$ cat src/rtl/fir_pkg.sv
// Shared constants and types for the FIR engine.
package fir_pkg;

  localparam int MAX_TAPS = 32;   // coefficient RAM depth / longest filter
  localparam int DATA_W   = 16;   // Q15 sample, coefficient and result width
  localparam int ACC_W    = 38;   // 32-bit products plus growth for 32 taps
  localparam int CNT_W    = 14;   // samples-per-run counter width

  typedef enum logic [1:0] {
    IDLE,
    WAIT_SAMPLE,
    MAC,
    OUTPUT
  } fir_state_t;

endpackage : fir_pkg

$ cat src/rtl/fir_delay_line.sv
// Sample history for the FIR: x[0] holds the newest sample. Supports a
// synchronous clear, a shift-in enable and one combinational indexed read.
module fir_delay_line
  import fir_pkg::*;
#(
  parameter int  DEPTH = fir_pkg::MAX_TAPS,
  parameter int  WIDTH = fir_pkg::DATA_W,
  localparam int IDX_W = $clog2(DEPTH)
) (
  input  logic                    clk,
  input  logic                    clr,
  input  logic                    shift_en,
  input  logic signed [WIDTH-1:0] din,
  input  logic [IDX_W-1:0]        rd_idx,
  output logic signed [WIDTH-1:0] rd_data
);

  logic signed [WIDTH-1:0] taps [DEPTH];

  // Shift register with clear; every run must start from an all-zero history.
  // NOTE: this array is cleared on purpose because stale history would leak
  // into the first outputs of a run; plain storage arrays are normally left
  // unreset so they can map onto RAM.
  always_ff @(posedge clk) begin
    if (clr) begin
      for (int i = 0; i < DEPTH; i++) begin
        taps[i] <= '0;
      end
    end else if (shift_en) begin
      // NOTE: non-blocking assignments let every tap take its neighbour's old
      // value in the same edge; blocking ones would smear x[0] down the line.
      taps[0] <= din;
      for (int i = 1; i < DEPTH; i++) begin
        taps[i] <= taps[i-1];
      end
    end
  end

  assign rd_data = taps[rd_idx];

endmodule : fir_delay_line

$ cat src/rtl/fir_engine.sv
// Sequential single-MAC FIR filter. Coefficients are fetched from an external
// RAM (one-cycle read latency) while a run of Ile_probek samples is processed,
// one input handshake and one output handshake per sample.
module fir_engine
  import fir_pkg::*;
#(
  parameter int  MAX_TAPS = fir_pkg::MAX_TAPS,
  parameter int  DATA_W   = fir_pkg::DATA_W,
  localparam int ADDR_W   = $clog2(MAX_TAPS),
  localparam int WSP_W    = $clog2(MAX_TAPS + 1)
) (
  input  logic                     clk_b,
  input  logic                     rst,
  input  logic                     Start,
  input  logic [WSP_W-1:0]         Ile_wsp,
  input  logic [CNT_W-1:0]         Ile_probek,
  output logic [ADDR_W-1:0]        address_FIR,
  input  logic signed [DATA_W-1:0] wsp_data,
  output logic                     FSM_MUX_CDC,
  output logic                     pracuje,
  output logic                     DONE,
  input  logic signed [DATA_W-1:0] in_data,
  input  logic                     in_valid,
  output logic                     in_ready,
  output logic signed [DATA_W-1:0] out_data,
  output logic                     out_valid,
  input  logic                     out_ready
);

  localparam int                  FRAC_W  = DATA_W - 1;
  localparam int                  PROD_W  = 2 * DATA_W;
  localparam logic [DATA_W-1:0]   SAT_MAX = {1'b0, {(DATA_W-1){1'b1}}};
  localparam logic [DATA_W-1:0]   SAT_MIN = {1'b1, {(DATA_W-1){1'b0}}};

  fir_state_t state_q, state_d;

  logic                     start_q;
  logic [WSP_W-1:0]         n_q;
  logic [CNT_W-1:0]         probek_q;
  logic [CNT_W-1:0]         smp_cnt_q;
  logic                     done_q;

  logic [WSP_W-1:0]         tap_cnt_q;
  logic [ADDR_W-1:0]        k_q;
  logic                     acc_en_q;
  logic signed [ACC_W-1:0]  acc_q;
  logic signed [DATA_W-1:0] out_data_q;

  logic                     start_edge;
  logic                     cfg_ok;
  logic                     load_run;
  logic                     in_fire;
  logic                     out_fire;
  logic                     last_sample;
  logic                     tap_active;
  logic                     mac_last;

  logic signed [DATA_W-1:0] tap_x;
  logic signed [PROD_W-1:0] product;
  logic signed [ACC_W-1:0]  acc_sum;
  logic signed [ACC_W-1:0]  acc_shr;
  logic [ACC_W-DATA_W:0]    acc_top;
  logic signed [DATA_W-1:0] sat_data;

  // ---------------------------------------------------------------------------
  // Decode helpers
  // ---------------------------------------------------------------------------
  assign start_edge  = Start && !start_q;
  assign cfg_ok      = (Ile_wsp != '0) && (Ile_wsp <= WSP_W'(MAX_TAPS)) &&
                       (Ile_probek != '0);
  assign load_run    = (state_q == IDLE) && start_edge && cfg_ok;
  assign in_fire     = in_valid && in_ready;
  assign out_fire    = out_valid && out_ready;
  assign last_sample = ((smp_cnt_q + CNT_W'(1)) == probek_q);
  assign tap_active  = (tap_cnt_q < n_q);
  assign mac_last    = (state_q == MAC) && (tap_cnt_q == n_q);

  // ---------------------------------------------------------------------------
  // FSM
  // ---------------------------------------------------------------------------

  // State register.
  always_ff @(posedge clk_b) begin
    if (rst) begin
      state_q <= IDLE;
    end else begin
      state_q <= state_d;
    end
  end

  // Next-state and Moore-style control outputs.
  always_comb begin
    // NOTE: every output gets a default before the case so no path leaves a
    // signal unassigned, which would otherwise infer a latch.
    state_d     = state_q;
    pracuje     = 1'b1;
    FSM_MUX_CDC = 1'b1;
    in_ready    = 1'b0;
    out_valid   = 1'b0;
    address_FIR = '0;

    unique case (state_q)
      IDLE: begin
        pracuje     = 1'b0;
        FSM_MUX_CDC = 1'b0;
        if (load_run) begin
          state_d = WAIT_SAMPLE;
        end
      end

      WAIT_SAMPLE: begin
        in_ready = 1'b1;
        if (in_valid) begin
          state_d = MAC;
        end
      end

      MAC: begin
        // Addresses run ahead of the accumulate by one cycle (RAM latency);
        // the extra trailing cycle only absorbs the last coefficient.
        if (tap_active) begin
          address_FIR = tap_cnt_q[ADDR_W-1:0];
        end
        if (mac_last) begin
          state_d = OUTPUT;
        end
      end

      OUTPUT: begin
        out_valid = 1'b1;
        if (out_ready) begin
          state_d = last_sample ? IDLE : WAIT_SAMPLE;
        end
      end

      default: state_d = IDLE;
    endcase
  end

  // ---------------------------------------------------------------------------
  // Run control
  // ---------------------------------------------------------------------------

  // Start edge detector, latched run configuration, sample counter and DONE.
  always_ff @(posedge clk_b) begin
    if (rst) begin
      // Tracking Start during reset means a level held through reset is not
      // seen as a fresh edge afterwards.
      start_q   <= Start;
      n_q       <= '0;
      probek_q  <= '0;
      smp_cnt_q <= '0;
      done_q    <= 1'b0;
    end else begin
      start_q <= Start;
      done_q  <= 1'b0;
      if ((state_q == IDLE) && start_edge) begin
        if (cfg_ok) begin
          n_q       <= Ile_wsp;
          probek_q  <= Ile_probek;
          smp_cnt_q <= '0;
        end else begin
          // Rejected request: report completion without ever going busy.
          done_q <= 1'b1;
        end
      end
      if (out_fire) begin
        smp_cnt_q <= smp_cnt_q + CNT_W'(1);
        if (last_sample) begin
          done_q <= 1'b1;
        end
      end
    end
  end

  // ---------------------------------------------------------------------------
  // Datapath
  // ---------------------------------------------------------------------------

  fir_delay_line #(
    .DEPTH (MAX_TAPS),
    .WIDTH (DATA_W)
  ) u_delay_line (
    .clk      (clk_b),
    .clr      (rst || load_run),
    .shift_en (in_fire),
    .din      (in_data),
    .rd_idx   (k_q),
    .rd_data  (tap_x)
  );

  assign product = wsp_data * tap_x;
  assign acc_sum = acc_q + ACC_W'(product);
  assign acc_shr = acc_sum >>> FRAC_W;
  assign acc_top = acc_shr[ACC_W-1:DATA_W-1];

  // Q15 rescale by truncation, then clamp anything outside the 16-bit range.
  always_comb begin
    if (!acc_shr[ACC_W-1] && (|acc_top)) begin
      sat_data = SAT_MAX;
    end else if (acc_shr[ACC_W-1] && !(&acc_top)) begin
      sat_data = SAT_MIN;
    end else begin
      sat_data = acc_shr[DATA_W-1:0];
    end
  end

  // Tap counter, delayed tap index, accumulator and held output sample.
  always_ff @(posedge clk_b) begin
    if (rst) begin
      tap_cnt_q  <= '0;
      k_q        <= '0;
      acc_en_q   <= 1'b0;
      acc_q      <= '0;
      out_data_q <= '0;
    end else begin
      // Delayed copies line the delay-line index up with the RAM read data.
      acc_en_q <= (state_q == MAC) && tap_active;
      k_q      <= tap_cnt_q[ADDR_W-1:0];
      if (in_fire) begin
        acc_q     <= '0;
        tap_cnt_q <= '0;
      end else if (state_q == MAC) begin
        if (!mac_last) begin
          tap_cnt_q <= tap_cnt_q + WSP_W'(1);
        end
        if (acc_en_q) begin
          acc_q <= acc_sum;
        end
        if (mac_last) begin
          out_data_q <= sat_data;
        end
      end
    end
  end

  assign out_data = out_data_q;
  assign DONE     = done_q;

endmodule : fir_engine

$ cat config.mk
export PLATFORM = sky130hd
export DESIGN_NAME = fir_engine
export DESIGN_NICKNAME = d
export VERILOG_FILES = /design/src/rtl/fir_pkg.sv /design/src/rtl/fir_delay_line.sv /design/src/rtl/fir_engine.sv
export SDC_FILE = /design/constraint.sdc
export NUM_CORES = 2
export LEC_CHECK = 0
export ABC_AREA = 0
export BUFFER_PORTS_ARGS = -buffer_cell sky130_fd_sc_hd__buf_4
export CORE_MARGIN = 2
export CORE_UTILIZATION = 41
export DETAILED_ROUTE_END_ITERATION = 10
export PLACE_DENSITY = 0.55
export SETUP_SLACK_MARGIN = 0.5
export SLEW_MARGIN = 0
export SYNTH_ARGS = -nofsm -noshare
export SYNTH_HDL_FRONTEND = slang
export SYNTH_SLANG_ARGS = --single-unit
export TNS_END_PERCENT = 1
$ cat constraint.sdc
create_clock -name clk_b -period 25.9 [get_ports clk_b]
set_clock_uncertainty 0.05 [all_clocks]
set_input_delay 3.885 -clock clk_b [delete_from_list [all_inputs] [get_ports clk_b]]
set_output_delay 3.885 -clock clk_b [all_outputs]
set_load 0.05 [all_outputs]
==> impl_metrics.tcl <==
set metrics [dict create \
    cts.clk_slew.worst_paths_ns 0.06 \
    vdd_drop_max_mv 0.175 \
    slowest_delay_ns 0.89 \
    power_density_nw_per_um2 118 \
    drt_wl_total_mm 83.7 \
    routed_via_density 5.18 \
    status "finished clean" \
    crit_arrival_ns 11.55 \
    grt_pass1_wl_mm 139 \
    nNetsFinal 3669 \
    critPathMostFrequentCell "fa_1" \
    required_ns 26.37 \
    seq_area_frac_synth_pct 44.1 \
    syn-cell-area_um2 39500 \
    synth_xor_area_share_pct 1.41 \
    power.leakage_nw 17.7 \
    synth_top_family_by_area "adder cells" \
    min_path_type "reg -> reg" \
    crit_slowest_cell "fa_1" \
    area_growth_pct 9.76 \
    ys_ff_latch 616 \
    cts_tree "yes" \
    path_buf_inv 6 \
    drc 0 \
    h-tree-depth 3 \
    cts_buffers 66 \
    synth-edff-count 512 \
    vias 23200 \
    final_layout_size_suffix_gt1_share_pct 12.8 \
    antenna_found_initial 1 \
    num_rows 113 \
    synthMuxAreaShare_pct 10.2 \
    synth_area_leaders "edfxtp_1 (39%), fa_1 (16%), and2_1 (9.1%), mux4_2 (9.1%), dfxtp_1 (5.3%)" \
    pin_count 83 \
    synth.top_cell.area_share_pct 38.9 \
    firstDrtPassIters 5 \
    avgRoutedWirePerCell_um 18.7 \
    hpwl_mm 57.4 \
    ant_nets 0 \
    tightest_slew_ns 1.10 \
    yosysTopAreaCell "edfxtp_1" \
    ys_warn_count 0 \
    syn_area_per_cell_um2 12.6 \
    grt_pass1_vias 25000 \
    fin_setup_tns_ns 0 \
    critPathMaxFanout 16 \
    post_cts_resized 0 \
    die_w_um 315 \
    place.gp.congestion 0.848 \
    diodes 0 \
    clk_latency_ns 0.61 \
    crit_path_start_kind "primary input" \
    power_mw 5.12 \
    ys_top_cells_by_count "and2_1 (576), edfxtp_1 (512), inv_1 (370), fa_1 (322), nand2_1 (183)" \
    rsz0062_at_grt "false" \
    fp.dieH_um 315 \
    grt_max_degree 203 \
    max_freq_ghz 0.0902 \
    yosysMostFrequentCell "and2_1" \
    holdBufCountCts 0 \
    period_needed_ns 11.09 \
    timing.slew.headroom_pct 26.5 \
    maxCapViolCount 0 \
    synth_nets 3652 \
    synth-simple-area-share_pct 15.2 \
    synthAdderAreaFrac_pct 20.2 \
    period_share_pct 42.8 \
    crit_type "in -> reg" \
    dieArea_um2 99000 \
    async_reset_ff_share_pct 0 \
    hold_slack_ns 0.408 \
    overflow 0 \
    setup_viol 0 \
    crit_path_end_kind "flop" \
    dr.first_iter.drc_count 1729 \
    yosysUniqueCellTypes 73 \
    postCtsSetupRepairBufs 0 \
    cpLargestDelayFamily "adder cells" \
    drv_slew 0 \
    root_buffer "clkbuf_16" \
    clock_path_buffers 3 \
    finalHoldViolCount 0 \
    synthCells 3150 \
    postLayoutCoreUtil_pct 45.6 \
    core-area_um2 95300 \
    cts.sinks 616 \
    port_buffers 82 \
    track_usage_pct 17.6 \
    initial_core_util_pct 41.5 \
    synth_compound_area_share_pct 3.66 \
    synth_flop_cell "edfxtp_1" \
    crit_path_cell_trace "buf_4 > nand2b_1 > fa_1 > inv_1 > fa_1 > inv_1 > fa_1 > inv_1 > fa_1 > fa_1 > inv_1 > fa_1 > inv_1 > ha_1 > a21o_1 > a21o_1 > a2111oi_0 > o32ai_1 > a21oi_1 > xnor2_1 > o2111ai_1 > nor4_4 > o21ai_0 > a211oi_2" \
]
-- layer usage --
metal  up-vias  wire length [µm]  GRT usage [%]
met2       375             40700           29.0
met3       109              3190           2.38
met1     12100             38200           24.5
met4         2              1640           4.44
met5         -                 4              0
li1      10600                 -              -
-- power breakdown --
group / internal [mW] / switching, mW / leakage (nW)
Clock: 0.516 / 0.396 / 1.00
Sequential: 1.15 / 0.0323 / 6.22
Combinational: 1.11 / 1.91 / 10.4
-- per-stage QoR --
stage | instances | worst slack [ns] | instance area, µm²
final | 4483 | 14.81 | 43400
after global routing | 4483 | 14.36 | 43400
after CTS | 4483 | 14.83 | 43400
after detailed placement | 4364 | 14.23 | 41300
after global placement | 4364 | 14.55 | 41300
after floorplan | 3150 | 8.22 | 39500
-- state kept, by name (all words and copies together), names as in the netlist, named ones only --
signal,flops
DONE,1
state_q,2
n_q,6
u_delay_line.taps,512
smp_cnt_q,14
start_q,1
acc_en_q,1
acc_q,38
tap_cnt_q,6
probek_q,14
out_data,16
-- path summary, 6_finish.rpt --
| kind | startpoint | to | slack (ns) | cells past startpoint |
|---|---|---|---|---|
| worst max-delay path | wsp_data[15] | out_data[6] | 14.81 | 24 |
| worst min-delay path | acc_q[15] | acc_q[15] | 0.41 | 2 |
| worst max register to register | flop | out_data[6] | 15.18 | 28 |
| worst min register to register | acc_q[15] | acc_q[15] | 0.41 | 2 |
-- final cells by class --
cell class	count	area, µm²
fill	8678	51900
clock buffer	85	1760
sequential	616	17500
tap	1265	1580
inverter	370	1390
clock inverter	34	297
multi-input combinational	2005	20100
timing repair buffer	108	823
-- placed cells by master, fill, tap and decap left out, types with 71 or more instances in the layout --
cell type  instances
a21oi_1           71
and2_1           576
buf_4            107
dfxtp_1           99
edfxtp_1         512
fa_1             322
ha_1             123
inv_1            370
mux4_2           159
nand2_1          183
nor2_1           121
nor2b_1          100
-- kinds of logic (layout without fill, tap and decap cells) --
logic type / count (synthesis) / in the layout
adder cells (fa/ha/maj): 445 / 445
buffers and inverters: 529 / 597
XOR/XNOR: 62 / 62
flip-flops: 616 / 616
multiplexers: 202 / 202
AO/OA/AOI/OAI: 213 / 213
AND/OR/NAND/NOR: 1083 / 1083
-- worst register-to-register path, delay by kind of cell (launching register included) --
family / cells / cell delay, ns
buffers and inverters: 7 / 1.74
XOR/XNOR: 1 / 0.21
multiplexers: 3 / 1.25
flip-flops: 1 / 0.91
AO/OA/AOI/OAI: 8 / 1.94
AND/OR/NAND/NOR: 2 / 0.92
adder cells (fa/ha/maj): 7 / 3.61
No activity file was read; power rests on OpenSTA's default activity.
